`src/rtl/mmio_uart_pkg.sv`:
```
// Shared register map, STATUS bit layout and transmitter FSM states for the MMIO UART TX block.
// Latency: n/a (declarations only).
// Backpressure: n/a.
package mmio_uart_pkg;

    localparam logic [1:0] REG_TXDATA  = 2'd0;
    localparam logic [1:0] REG_STATUS  = 2'd1;
    localparam logic [1:0] REG_DIVISOR = 2'd2;
    localparam logic [1:0] REG_RSVD    = 2'd3;

    localparam int ST_BUSY      = 0;
    localparam int ST_FULL      = 1;
    localparam int ST_EMPTY     = 2;
    localparam int ST_OVF       = 3;
    localparam int ST_COUNT_LSB = 4;

    typedef enum logic [2:0] {
        S_IDLE,
        S_START,
        S_DATA,
        S_PARITY,
        S_STOP
    } tx_state_e;

    function automatic logic even_parity(input logic [7:0] d);
        return ^d;
    endfunction

endpackage

```
`src/rtl/mmio_uart_tx_if.sv`:
```
// Data-bus slave port of the MMIO UART TX: select, store strobe, address, data, byte lanes, read data.
// Latency: read data is combinational; stores take effect on the sampling clk edge.
// Backpressure: none, the slave accepts every access.
interface mmio_uart_tx_if;
    logic        sel;
    logic        we;
    logic [31:0] a;
    logic [31:0] wd;
    logic [3:0]  ByteMask;
    logic [31:0] rd;

    modport master (output sel, we, a, wd, ByteMask, input rd);
    modport slave  (input sel, we, a, wd, ByteMask, output rd);
endinterface

```
`src/rtl/uart_txfifo.sv`:
```
// Byte FIFO feeding the UART serialiser; registered count, full and empty flags.
// Latency: a pushed byte is visible at the head one edge later.
// Backpressure: push is refused when full unless a pop happens on the same edge; pop on empty is ignored.
module uart_txfifo #(
    parameter int DEPTH = 4,
    parameter int W     = 8
) (
    input  logic                   clk,
    input  logic                   reset,
    input  logic                   push,
    input  logic [W-1:0]           push_dat,
    input  logic                   pop,
    output logic [W-1:0]           data,
    output logic [$clog2(DEPTH):0] count,
    output logic                   full,
    output logic                   empty
);
    localparam int AW = $clog2(DEPTH);
    localparam int CW = AW + 1;

    logic [W-1:0]  mem [DEPTH];
    logic [AW-1:0] rd_ptr;
    logic [AW-1:0] wr_ptr;
    logic          do_push;
    logic          do_pop;

    assign full    = (count == CW'(DEPTH));
    assign empty   = (count == '0);
    assign do_pop  = pop && !empty;
    assign do_push = push && (!full || do_pop);
    assign data    = mem[rd_ptr];

    always_ff @(posedge clk or negedge reset) begin
        if (!reset) begin
            rd_ptr <= '0;
            wr_ptr <= '0;
            count  <= '0;
        end else begin
            if (do_push) wr_ptr <= wr_ptr + AW'(1);
            if (do_pop)  rd_ptr <= rd_ptr + AW'(1);
            case ({do_push, do_pop})
                2'b10:   count <= count + CW'(1);
                2'b01:   count <= count - CW'(1);
                default: ;
            endcase
        end
    end

    // Storage needs no reset: the pointers alone decide what is valid.
    always_ff @(posedge clk) begin
        if (do_push) mem[wr_ptr] <= push_dat;
    end

endmodule

```
`src/rtl/mmio_uart_tx.sv`:
```
// MMIO UART transmitter: TXDATA/STATUS/DIVISOR registers, byte FIFO, 8N1 serialiser (even parity bit with UART_TX_PARITY_EN).
// Latency: a byte pushed into an idle, empty block drives the start bit from the next clk edge; frames run back-to-back.
// Backpressure: none on the bus; a push into a full FIFO with no same-cycle pop is dropped and sets sticky STATUS.ovf.
module mmio_uart_tx
    import mmio_uart_pkg::*;
#(
    parameter int CLKS_PER_BIT = 16,
    parameter int FIFO_DEPTH   = 4
) (
    input  logic          clk,
    input  logic          reset,
    mmio_uart_tx_if.slave bus,
    output logic          txd
);
    localparam int CW = $clog2(FIFO_DEPTH) + 1;

    tx_state_e     state;
    tx_state_e     state_nxt;
    logic [15:0]   divisor;
    logic [15:0]   div_lat;
    logic [15:0]   div_cnt;
    logic [2:0]    bit_cnt;
    logic [7:0]    shreg;
    logic          ovf;
    logic          pop;
    logic          bit_done;
    logic          bus_wr;
    logic [1:0]    reg_sel;
    logic          push_req;
    logic          ovf_set;
    logic          ovf_clr;
    logic          div_wr;
    logic [7:0]    head;
    logic [CW-1:0] fifo_count;
    logic [7:0]    count_ext;
    logic          fifo_full;
    logic          fifo_empty;
    logic [31:0]   rd_dat;
    logic          unused_bits;
`ifdef UART_TX_PARITY_EN
    logic          par_bit;
`endif

    assign bus_wr   = bus.sel && bus.we;
    assign reg_sel  = bus.a[3:2];
    assign push_req = bus_wr && (reg_sel == REG_TXDATA) && bus.ByteMask[0];
    assign ovf_set  = push_req && fifo_full && !pop;
    assign ovf_clr  = bus_wr && (reg_sel == REG_STATUS) && bus.ByteMask[0] && bus.wd[3];
    assign div_wr   = bus_wr && (reg_sel == REG_DIVISOR) && (bus.ByteMask[1:0] == 2'b11)
                      && (bus.wd[15:0] != 16'd0);
    assign bit_done = (div_cnt == div_lat - 16'd1);

    uart_txfifo #(
        .DEPTH (FIFO_DEPTH),
        .W     (8)
    ) u_fifo (
        .clk      (clk),
        .reset    (reset),
        .push     (push_req),
        .push_dat (bus.wd[7:0]),
        .pop      (pop),
        .data     (head),
        .count    (fifo_count),
        .full     (fifo_full),
        .empty    (fifo_empty)
    );

    always_ff @(posedge clk or negedge reset) begin
        if (!reset) state <= S_IDLE;
        else        state <= state_nxt;
    end

    always_comb begin
        state_nxt = state;
        pop       = 1'b0;
        case (state)
            S_IDLE: begin
                if (!fifo_empty) begin
                    state_nxt = S_START;
                    pop       = 1'b1;
                end
            end
            S_START: begin
                if (bit_done) state_nxt = S_DATA;
            end
            S_DATA: begin
                if (bit_done && (bit_cnt == 3'd7)) begin
`ifdef UART_TX_PARITY_EN
                    state_nxt = S_PARITY;
`else
                    state_nxt = S_STOP;
`endif
                end
            end
            S_PARITY: begin
                if (bit_done) state_nxt = S_STOP;
            end
            S_STOP: begin
                // A waiting byte starts its frame straight after the stop bit, with no idle gap.
                if (bit_done) begin
                    if (!fifo_empty) begin
                        state_nxt = S_START;
                        pop       = 1'b1;
                    end else begin
                        state_nxt = S_IDLE;
                    end
                end
            end
            default: state_nxt = S_IDLE;
        endcase
    end

    // The divisor is latched per frame so that a mid-frame DIVISOR write only affects later frames.
    always_ff @(posedge clk or negedge reset) begin
        if (!reset) begin
            div_lat <= 16'(CLKS_PER_BIT);
            div_cnt <= '0;
            bit_cnt <= '0;
            shreg   <= '0;
        end else if (pop) begin
            div_lat <= divisor;
            div_cnt <= '0;
            bit_cnt <= '0;
            shreg   <= head;
        end else if (state != S_IDLE) begin
            if (bit_done) begin
                div_cnt <= '0;
                if (state == S_DATA) begin
                    shreg <= shreg >> 1;
                    if (bit_cnt != 3'd7) bit_cnt <= bit_cnt + 3'd1;
                end
            end else begin
                div_cnt <= div_cnt + 16'd1;
            end
        end
    end

`ifdef UART_TX_PARITY_EN
    always_ff @(posedge clk or negedge reset) begin
        if (!reset)   par_bit <= 1'b0;
        else if (pop) par_bit <= even_parity(head);
    end
`endif

    always_ff @(posedge clk or negedge reset) begin
        if (!reset) begin
            divisor <= 16'(CLKS_PER_BIT);
            ovf     <= 1'b0;
        end else begin
            if (div_wr) divisor <= bus.wd[15:0];
            // A drop on the same edge as a clear wins, so no overflow is ever lost.
            if (ovf_set)      ovf <= 1'b1;
            else if (ovf_clr) ovf <= 1'b0;
        end
    end

    always_comb begin
        case (state)
            S_START: txd = 1'b0;
            S_DATA:  txd = shreg[0];
`ifdef UART_TX_PARITY_EN
            S_PARITY: txd = par_bit;
`endif
            default: txd = 1'b1;
        endcase
    end

    assign count_ext = 8'(fifo_count);

    always_comb begin
        rd_dat = '0;
        if (bus.sel) begin
            case (reg_sel)
                REG_STATUS: begin
                    rd_dat[ST_BUSY]             = (state != S_IDLE);
                    rd_dat[ST_FULL]             = fifo_full;
                    rd_dat[ST_EMPTY]            = fifo_empty;
                    rd_dat[ST_OVF]              = ovf;
                    rd_dat[ST_COUNT_LSB +: 4]   = count_ext[3:0];
                end
                REG_DIVISOR: rd_dat[15:0] = divisor;
                default:     rd_dat = '0;
            endcase
        end
    end

    assign bus.rd = rd_dat;

    assign unused_bits = ^{bus.a[31:4], bus.a[1:0], bus.wd[31:16], bus.ByteMask[3:2], count_ext[7:4]};

endmodule

```
`src/flat_wrapper.sv`:
```
// flat-port wrapper written by rule: the top's interface ports become plain ports
module mmio_uart_tx_flat import mmio_uart_pkg::*;
#(
    parameter int CLKS_PER_BIT = 16,
    parameter int FIFO_DEPTH   = 4
)
  (clk, reset, txd, bus_sel, bus_we, bus_a, bus_wd, bus_ByteMask, bus_rd);
  mmio_uart_tx_if bus_i ();
  input  logic clk;
  input  logic reset;
  output logic txd;
  input wire logic [$bits(bus_i.sel)-1:0] bus_sel;
  input wire logic [$bits(bus_i.we)-1:0] bus_we;
  input wire logic [$bits(bus_i.a)-1:0] bus_a;
  input wire logic [$bits(bus_i.wd)-1:0] bus_wd;
  input wire logic [$bits(bus_i.ByteMask)-1:0] bus_ByteMask;
  output wire logic [$bits(bus_i.rd)-1:0] bus_rd;
  assign bus_i.sel = bus_sel;
  assign bus_i.we = bus_we;
  assign bus_i.a = bus_a;
  assign bus_i.wd = bus_wd;
  assign bus_i.ByteMask = bus_ByteMask;
  assign bus_rd = bus_i.rd;
  mmio_uart_tx #(.CLKS_PER_BIT(CLKS_PER_BIT), .FIFO_DEPTH(FIFO_DEPTH)) u_core (.clk(clk), .reset(reset), .bus(bus_i), .txd(txd));
endmodule
```
`config.mk`:
```
export PLATFORM = sky130hd
export DESIGN_NAME = mmio_uart_tx_flat
export DESIGN_NICKNAME = d
export VERILOG_FILES = /design/src/rtl/mmio_uart_pkg.sv /design/src/rtl/mmio_uart_tx_if.sv /design/src/rtl/uart_txfifo.sv /design/src/rtl/mmio_uart_tx.sv /design/src/flat_wrapper.sv
export SDC_FILE = /design/constraint.sdc
export NUM_CORES = 1
export LEC_CHECK = 0
export ABC_AREA = 0
export ABC_CLOCK_PERIOD_IN_PS = 4600
export BUFFER_PORTS_ARGS = -buffer_cell sky130_fd_sc_hd__buf_4
export CAP_MARGIN = 20
export CORE_ASPECT_RATIO = 0.9
export CORE_UTILIZATION = 40
export DETAILED_ROUTE_END_ITERATION = 10
export GPL_TIMING_DRIVEN = 0
export PLACE_DENSITY = 0.7
export SYNTH_ARGS = -nofsm -noshare
export SYNTH_HDL_FRONTEND = slang
export SYNTH_SLANG_ARGS = --single-unit
```
`constraint.sdc`:
```
create_clock -name clk -period 4.6 [get_ports clk]
set_clock_uncertainty 0.15 [all_clocks]
set_input_delay 0.23 -clock clk [delete_from_list [all_inputs] [get_ports clk]]
set_output_delay 0.23 -clock clk [all_outputs]
set_load 0.02 [all_outputs]
```
# --- Yosys cells after proc, flatten, opt, wreduce, memory -nomap -nowiden ---
# Memory sizes are Yosys's and may differ from the RTL's.
# Cells that the tools add are included.
word_totals:
  romBits: 0
  n_memories: 1
  wordCells: 99
  latchBits: 0
  ramBits: 32
  regBits: 70
  output_inout_bits: 33
mem_list:
  columns: ["memory", "words", "word_bits", "rd", "rd_clocked_by_memory_dff", "write_ports", "line_no", "rtl"]
  rows:
  - ["u_core.u_fifo.mem", 4, 8, 1, 0, 1, "uart_txfifo.sv:21", "logic [W-1:0] mem [DEPTH];"]
op_classes:
  n_shift: 0
  mux: 31
  n_eq_ne: 18
  bitwise_logic: 0
  n_div: 0
  order_cmp: 0
  multipliers: 0
  n_reduce_logical: 32
  add_sub_neg: 7
ops:
  columns: ["operator", "n"]
  rows:
  - ["$mux W16", 4]
  - ["$mux W8", 5]
  - ["$mux W3", 10]
  - ["$add A16 B1 Y16 const B", 1]
  - ["$eq A16 B16 Y1", 1]
  - ["$pmux W8 S2", 1]
  - ["$reduce_bool A16 Y1", 1]
  - ["$sub A16 B1 Y16 const B", 1]
  - ["$pmux W3 S5", 1]
  - ["$logic_and A1 B1 Y1", 14]
  - ["$reduce_bool A2 Y1", 6]
  - ["$eq A3 B3 Y1 const B", 3]
  - ["$ne A2 B1 Y1 const B", 4]
  - ["$mux W1", 7]
  - ["$add A3 B1 Y3 const B", 2]
  - ["$eq A2 B2 Y1 const B", 3]
  - ["$eq A3 B2 Y1 const B", 2]
  - ["$logic_not A3 Y1", 2]
  - ["$pmux W3 S2", 1]
  - ["$reduce_and A5 Y1", 1]
  - ["$add A2 B1 Y2 const B", 2]
  - ["$eq A2 B1 Y1 const B", 2]
  - ["$pmux W1 S2", 2]
  - ["$reduce_and A4 Y1", 1]
  - ["other kinds (9)", 11]

# --- Logic depth before layout (Yosys ltp) ---
# Gate-level depths: netlist of run 1.
logic_depth:
  depth_word: 9
  depth_mapped: 15
  mapped_depth_nobuf: 13

# --- Cells and area by module ---
# A second synthesis of run 1 with hierarchy kept.
unflattened:
  hier_cells: 459
  area_unflattened_um2: 5291.3
by_module_without_submodules:
  columns: ["mod", "n_inst", "area_each_um2", "cells_per_inst"]
  rows:
  - ["mmio_uart_tx", 1, 3703.6, 379]
  - ["uart_txfifo", 1, 1587.8, 80]

# --- Worst setup path after synthesis of run 1 ---
# No wires, ideal clock.
synth_timing:
  path_kind: "register to register"
  startpoint: "register u_core.div_lat[0]"
  endpoint: "register u_core.u_fifo.count[2]"
  arrival_time_ns: 3.509
  path_buffers: 1
  slack_ns: 0.862
  required_time_ns: 4.371
  path_stages_with_launch: 14
  synth_period_minus_slack_ns: 3.738
  cell_sequence: "dfrtp_1 > inv_1 > ha_1 > or4b_1 > nor4_2 > xnor2_1 > nor4b_4 > o2111ai_2 > a21oi_4 > buf_2 > nand2_1 > fa_1 > o41ai_2 > xor2_1"
synth_between:
  elab_chain_cells: 9
  elab_cells_between_ends: 11
  cone_classes: "add/sub: 1; eq/ne: 3; mux: 3; reduce/logical: 4"
synth_lines:
  columns: ["item", "line_no", "rtl"]
  rows:
  - ["start: declaration", "mmio_uart_tx.sv:20", "logic [15:0] div_lat;"]
  - ["start signal: assignment", "mmio_uart_tx.sv:116", "div_lat <= 16'(CLKS_PER_BIT);"]
  - ["start signal: assignment", "mmio_uart_tx.sv:121", "div_lat <= divisor;"]
  - ["$sub A16 B1 Y16 *", "mmio_uart_tx.sv:51", "assign bit_done = (div_cnt == div_lat - 16'd1);"]
  - ["$eq A16 B16 Y1 *", "mmio_uart_tx.sv:51", null]
  - ["$mux W1 *", "mmio_uart_tx.sv:100", "if (bit_done) begin"]
  - ["$pmux W1 S2 *", "mmio_uart_tx.sv:76", "case (state)"]
  - ["$logic_and A1 B1 Y1 *", "uart_txfifo.sv:29", "assign do_pop = pop && !empty;"]
  - ["$logic_or A1 B1 Y1", "uart_txfifo.sv:30", "assign do_push = push && (!full || do_pop);"]
  - ["$logic_and A1 B1 Y1", "uart_txfifo.sv:30", null]
  - ["$eq A2 B1 Y1 / $eq A2 B2 Y1 (equally long branches)", "uart_txfifo.sv:41", "case ({do_push, do_pop})"]
  - ["$pmux W3 S2 / $reduce_bool A2 Y1 (equally long branches)", null, null]
  - ["end signal: assignment", "uart_txfifo.sv:42", "2'b10: count <= count + CW'(1);"]
  - ["end signal: assignment", "uart_txfifo.sv:43", "2'b01: count <= count - CW'(1);"]
  - ["end: declaration", "uart_txfifo.sv:14", "output logic [$clog2(DEPTH):0] count,"]
# Every way passes the cells marked *; elsewhere a longest branch is shown, timed or not.
# A chain may end at the register's enable or synchronous reset.

# --- Final worst setup path of run 1 ---
# Same ends and word-level chain as after synthesis.

==> results of run 1 <==
## routing by layer
metal	share of wire [%]	GRT usage, %	vias up
met1	49	24.40	1910
met4	1.2	5.462	0
met2	46	26.89	100
met3	3.8	2.669	11
li1	-	-	1890
met5	0	0	-
## cells in the mapped netlist, types with 2 or more instances
cell type,count
dfrtp_1,68
nand2_1,62
nor2_1,41
edfxtp_1,32
xor2_1,19
and3_1,17
buf_4,17
mux2_2,17
xnor2_1,17
clkbuf_1,14
inv_1,12
ha_1,11
nand3_1,9
o21ai_0,9
mux4_2,8
nor3_1,8
a22oi_1,7
nor4_1,7
o22a_1,7
o32a_1,7
buf_2,6
nor2b_1,6
a22o_1,5
and2_1,5
nand4_1,5
a21oi_1,4
mux2i_1,4
nand2b_1,4
nor3b_1,4
or4_1,4
o21ai_1,3
or2_2,3
a211oi_1,2
a21oi_4,2
buf_1,2
dfstp_2,2
o211ai_1,2
## state kept, by name, indices dropped and copies added, names as in the netlist
register and flops:
u_core.u_fifo.mem 32, u_core.div_cnt 16, u_core.div_lat 16, u_core.divisor 16, u_core.shreg 8, u_core.bit_cnt 3
u_core.state 3, u_core.u_fifo.count 3, u_core.u_fifo.rd_ptr 2, u_core.u_fifo.wr_ptr 2, u_core.ovf 1
## cells in the final DEF, fill, tap and decap left out, types with 5 or more instances in the layout
cell and n:
dfrtp_1 68, nand2_1 62, buf_4 62, nor2_1 41
edfxtp_1 32, xor2_1 19, and3_1 17, xnor2_1 17
mux2_2 17, dlygate4sd3_1 17, conb_1 16, clkbuf_1 14
inv_1 12, ha_1 11, nand3_1 9, o21ai_0 9
clkbuf_16 9, nor3_1 8, mux4_2 8, nor4_1 7
a22oi_1 7, o22a_1 7, o32a_1 7, buf_2 6
nor2b_1 6, nand4_1 5, and2_1 5, a22o_1 5
## worst max-delay path, stage by stage (launching register included)
cell and delay, ns:
dfrtp_1 0.46, inv_1 0.11, ha_1 0.19, or4b_1 0.56, o31ai_1 0.31, o211ai_1 0.16, a211oi_1 0.31, o2111ai_2 0.27
a21oi_4 0.29, buf_2 0.27, nand2_1 0.10, fa_1 0.44, o41ai_2 0.39, xor2_1 0.17
## layout make-up
type / count / area [um2]
well taps: 164 / 205.2
flip-flops and latches: 102 / 2715
inverters: 12 / 45.04
multi-input cells: 346 / 2465
fillers: 1099 / 6471
repair buffers: 62 / 508.0
clock inverters: 7 / 78.83
clock buffers: 9 / 225.2
plain buffers: 39 / 217.7
## stage by stage
| stage | std cells | hold WS [ns] | setup slack [ns] | utilization, % | power, mW |
|---|---|---|---|---|---|
| after CTS | 736 | 0.2445 | 0.2498 | 49.67 | 3.200 |
| final | 741 | 0.2525 | 0.3474 | 49.96 | 3.192 |
| after global placement | 703 | 0.2486 | 0.3587 | 46.00 | 2.370 |
| after global routing | 741 | 0.2970 | 0.01071 | 49.96 | 3.376 |
| after detailed placement | 703 | 0.2616 | 0.3035 | 46.00 | 2.408 |
| after floorplan | 499 | -0.2156 | 0.8620 | - | 2.133 |
## where the power goes
part / internal (mW) / switching (mW) / leakage [nW]
Clock: 0.390 / 0.381 / 0.151
Combinational: 0.541 / 0.616 / 1.51
Sequential: 1.10 / 0.163 / 1.17
## how the worst max path moves through the flow
stage | endpoint | slack (ns)
6_report | u_core.u_fifo.count[2] | 0.35
3_5_place_dp | u_core.u_fifo.count[2] | 0.30
4_1_cts | u_core.u_fifo.count[2] | 0.25
5_1_grt | u_core.u_fifo.count[2] | 0.01
2_1_floorplan | u_core.u_fifo.count[2] | 0.86
3_3_place_gp | u_core.u_fifo.count[2] | 0.36
## logic make-up after synthesis
| group | after synthesis | synth area share (%) |
|---|---|---|
| multiplexers | 30 | 7.851 |
| flip-flops | 102 | 50.41 |
| buffers and inverters | 51 | 4.878 |
| adder cells (fa/ha/maj) | 12 | 2.927 |
| AND/OR/NAND/NOR | 185 | 17.63 |
| AO/OA/AOI/OAI | 67 | 10.38 |
| XOR/XNOR | 36 | 5.854 |
| other | 1 | 0.06962 |
## what timing repair did
item                                   in CTS  in global routing
setup endpoints to repair                   0                  1
setup buffers                               0                  5
hold buffers                               17                  0
endpoints found under the hold margin     108                  0
==> impl_metrics.ini, run 1 <==
[clock_network]
cts_made_buffers = 9
clk_latency_ns = 0.35
cts-root-buf = clkbuf_16
cts.sinks = 102
cts_tree = built
clockBufferDepth = 2
clkSlewWorstSetupHoldPaths_ns = 0.07
htree_levels = 3
cts-resized-gates = 0

[global_route]
grt.total_usage_pct = 17.11
grt_max_degree = 71
gr-total-overflow = 0
grt_pass1_vias = 3683
grt_pass1_wl_mm = 18.89
antenna_found_initial = 0

[floorplanning]
die_x_um = 124.3
io_pins = 105
core_um2 = 12930
die_height_um = 112.1
num_rows = 39
die-area_um2 = 13940
initial_core_util_pct = 41.65

[sta]
worst_pin_slew_ns = 0.8823
tns_ns = 0
hold_violations = 0
fin_crit_ns = 4.253
final.period_utilization_pct = 92.45
max-slew-margin-rel_pct = 40.64
drv_slew = 0
timing.fmax_ghz = 0.2352
setup_viol = 0
rsz0062_at_grt = false

[critical_path]
r2r_start = u_core.div_lat[0]
path_max_fanout = 10
r2r_setup_slack_ns = 0.35
cp-startpoint = u_core.div_lat[0]
startpoint_type = register
reg2reg_to = u_core.u_fifo.count[2]
critical_path_class = register to register
arrival_ns = 4.38
end_kind = register
critPathRequiredTime_ns = 4.73
reg2reg_depth = 13

[route]
wirelength_mm = 11.48
firstDrtPassIters = 5
vias = 3911
viasPerCell = 5.278
drt_iter0_drc = 249
drt.antenna.violating_nets = 0
drc = 0
wire_per_inst_um = 15.49

[place]
portBuffers = 40
dpl_cell_area_um2 = 5948
dpl.hpwl_mm = 8.279
gp_congestion = 0.8690

[logic_synthesis]
synth_edf_count = 32
synth_cells = 484
yosys-top-cells-area = dfrtp_1, edfxtp_1, nand2_1
yosys.area.top_type = dfrtp_1
syn_area_per_cell_um2 = 11.13
netlist_area_um2 = 5386
synth_top_area_share_pct = 31.59
ys_ff_latch = 102
async_flop_share_pct = 68.63
ys_warn_count = 0
synth_cell_types = 69
ys_seq_area_share_pct = 50.41
yosys_most_used_dff = dfrtp_1

[power]
power_leakage_nw = 2.839
peakVddDrop_mv = 0.2374
pwr_density_cell_nw_per_um2 = 494.1

[min_path]
hold_path_end = u_core.ovf
min_from = bus_we
worstHoldPathCells = 4
hold_class = input pin to register

[layout]
final_area_um2 = 6460
num_antenna_cells = 0
area_growth_pct = 19.93
final_nets = 656
drive_gt1_share_pct = 22.01

[job]
drv_cap = 0

[run_status]
status = complete, no violations
Power figures use the tool's default switching activity.
==> run 2, diff against run 1 <==
--- a/config.mk
+++ b/config.mk
@@ -5,7 +5,7 @@
 export SDC_FILE = /design/constraint.sdc
 export NUM_CORES = 1
 export LEC_CHECK = 0
-export ABC_AREA = 0
+export ABC_AREA = 1
 export ABC_CLOCK_PERIOD_IN_PS = 4600
 export BUFFER_PORTS_ARGS = -buffer_cell sky130_fd_sc_hd__buf_4
 export CAP_MARGIN = 20
==> run 2 against run 1 <==
Effect of this change:
- die area increased by 3.3%
- wire length grew 7.7%
- worst hold slack worse by 0.25 ns
- combinational power down 78%
- sequential power down 17%
- area after synthesis grew 3.4%
- cell count increased by 24%
- first-iteration DRC count up 48%
- critical path depth grew 2
- global-route usage grew 1.3 points
- critical endpoint is now u_core.u_fifo.mem[3][1]
- highest routed layer unchanged
==> impl_metrics.ini, run 2 <==
[place]
portBuffers = 40
dp.cells = 891
gp_congestion = 0.8482
dpl.hpwl_mm = 9.185

[power]
internal-power_mw = 1.476
clockPowerShare_pct = 36.7
switching_share_pct = 28.34
power_mw = 2.060
p_comb_share_pct = 12.7
pwr_density_cell_nw_per_um2 = 316.0
power_leakage_nw = 3.172
seq_power_share_pct = 50.6
peakVddDrop_mv = 0.2384
p_switching_uw = 583.7

[critical_path]
arrival_ns = 3.22
startpoint_type = register
critical_path_class = register to register
cp-startpoint = u_core.div_lat[0]
end_kind = register
reg2reg_to = u_core.u_fifo.mem[3][1]
critPathRequiredTime_ns = 4.43
reg2reg_depth = 15
endpoint = u_core.u_fifo.mem[3][1]
r2r_start = u_core.div_lat[0]
r2r_setup_slack_ns = 1.21
path_max_fanout = 8

[floorplanning]
io_pins = 105
num_rows = 40
die_x_um = 126.4
initial_core_util_pct = 41.36
core_um2 = 13460
die_height_um = 113.9
die-area_um2 = 14400

[route]
vias = 4468
drt.antenna.violating_nets = 0
viasPerCell = 4.878
firstDrtPassIters = 5
drt_iter0_drc = 369
wirelength_mm = 12.36
wire_per_inst_um = 13.50
drc = 0

[sta]
hold_violations = 0
fin_crit_ns = 3.385
drv_slew = 0
rsz0062_at_grt = false
tns_ns = 0
timing.fmax_ghz = 0.2954
final.period_utilization_pct = 73.59
max-slew-margin-rel_pct = 41.20
setup_viol = 0
worst_pin_slew_ns = 0.8820

[logic_synthesis]
synth_cell_types = 47
syn_area_per_cell_um2 = 8.335
async_flop_share_pct = 68.63
ys_ff_latch = 102
netlist_area_um2 = 5568
synth_cells = 668
synth_edf_count = 32
yosysMostFrequentCell = nand2_1
yosys-top-cells-area = dfrtp_1, edfxtp_1, nand2_1
synth_top_cells_by_count = nand2_1, inv_1, nor2_1
yosys_most_used_dff = dfrtp_1
yosys.area.top_type = dfrtp_1
synth_top_area_share_pct = 30.56
ys_seq_area_share_pct = 48.76
ys_warn_count = 0

[layout]
final_nets = 827
top_register = u_core.u_fifo.mem
fillers = 1268
area_growth_pct = 17.06
stdcell_count = 916
largest_reg_flops = 32
num_antenna_cells = 0
final_cell_mix = nand2_1, inv_1, nor2_1
final_common_cell = nand2_1
drive_gt1_share_pct = 14.04

[clock_network]
clkSlewWorstSetupHoldPaths_ns = 0.08
cts-resized-gates = 0
clockBufferDepth = 2
cts_tree = built
cts_made_buffers = 9
holdBufCountCts = 9
cts-root-buf = clkbuf_16
clk_latency_ns = 0.35
cts.sinks = 102
post_cts_buffers = 0
htree_levels = 3

[min_path]
hold_class = input pin to register
worstHoldPathCells = 3

[global_route]
grt_pass1_wl_mm = 20.67
grt_max_degree = 71
grt_pass1_vias = 4168
grt.total_usage_pct = 18.39
antenna_found_initial = 0
gr-total-overflow = 0

[run_status]
status = complete, no violations

[job]
drv_cap = 0
[run 2: final cells by class]
class                           count  area [um2]  share of cell area (%)
Clock buffer                        9       225.2                   3.456
Multi-Input combinational cell    471        2405                   36.90
Tap cell                          168       210.2                   3.225
Buffer                             31       203.9                   3.129
Timing Repair Buffer               49       390.4                   5.990
Inverter                           79       300.3                   4.607
Sequential cell                   102        2715                   41.66
Clock inverter                      7       67.56                   1.037
[run 2: through the flow]
step                      cell area (um2)  hold slack, ns  setup WS, ns  util (%)
after floorplan                      5624         -0.2156         1.830         -
after global routing                 6518        0.007040        0.8154     48.41
after CTS                            6518       0.0004951         1.182     48.41
after global placement               6135          0.2673         1.212     45.57
final                                6518        0.005291         1.215     48.41
after detailed placement             6135          0.2609         1.228     45.57
[run 2: cells by family (layout without fill, tap and decap cells)]
logic type | Yosys count | after routing | share of synthesized area (%)
and+or+nand+nor | 331 | 331 | 26.34
buffers and inverters | 110 | 175 | 9.056
DFF | 102 | 102 | 48.76
AOI/OAI and AO/OA | 89 | 89 | 9.326
xor gates and xnor gates | 23 | 23 | 3.618
adders and majority gates | 12 | 12 | 2.831
other | 1 | 16 | 0.06735
[run 2: worst max-delay path: stages (launching register included)]
cell and delay, ns:
dfrtp_1 0.44, inv_2 0.08, ha_1 0.32, nand2_1 0.07
inv_1 0.03, nor2_1 0.06, o21ai_0 0.12, nor2_1 0.12
nand3_1 0.07, nor2_1 0.12, nand3_2 0.13, o21bai_4 0.21
nand2_4 0.11, nand2_1 0.14, nand2_1 0.19, nor2_1 0.64
[run 2: worst min path at each step]
stage / slack [ns] / from / to
2_1_floorplan: -0.22 / reset / u_core.bit_cnt[0]
3_3_place_gp: 0.27 / reset / u_core.div_cnt[13]
3_5_place_dp: 0.26 / reset / u_core.div_cnt[13]
4_1_cts: 0.0005 / bus_wd[13] / u_core.divisor[13]
5_1_grt: 0.007 / bus_wd[13] / u_core.divisor[13]
6_report: 0.005 / bus_wd[13] / u_core.divisor[13]
[run 2: power groups by stage]
stage | registers, mW | logic, mW | clock network, mW
after floorplan | 1.04 | 0.179 | 0
after global placement | 1.06 | 0.252 | 0
final | 1.04 | 0.261 | 0.757
after CTS | 1.04 | 0.263 | 0.769
after global routing | 1.05 | 0.304 | 0.806
after detailed placement | 1.06 | 0.256 | 0
[run 2: per-layer routing]
metal	routed length (um)	vias up	GRT usage (%)
met5	0	-	0
met4	127	0	5.221
li1	-	2279	-
met2	5554	103	28.55
met3	565	9	3.096
met1	6113	2077	26.50
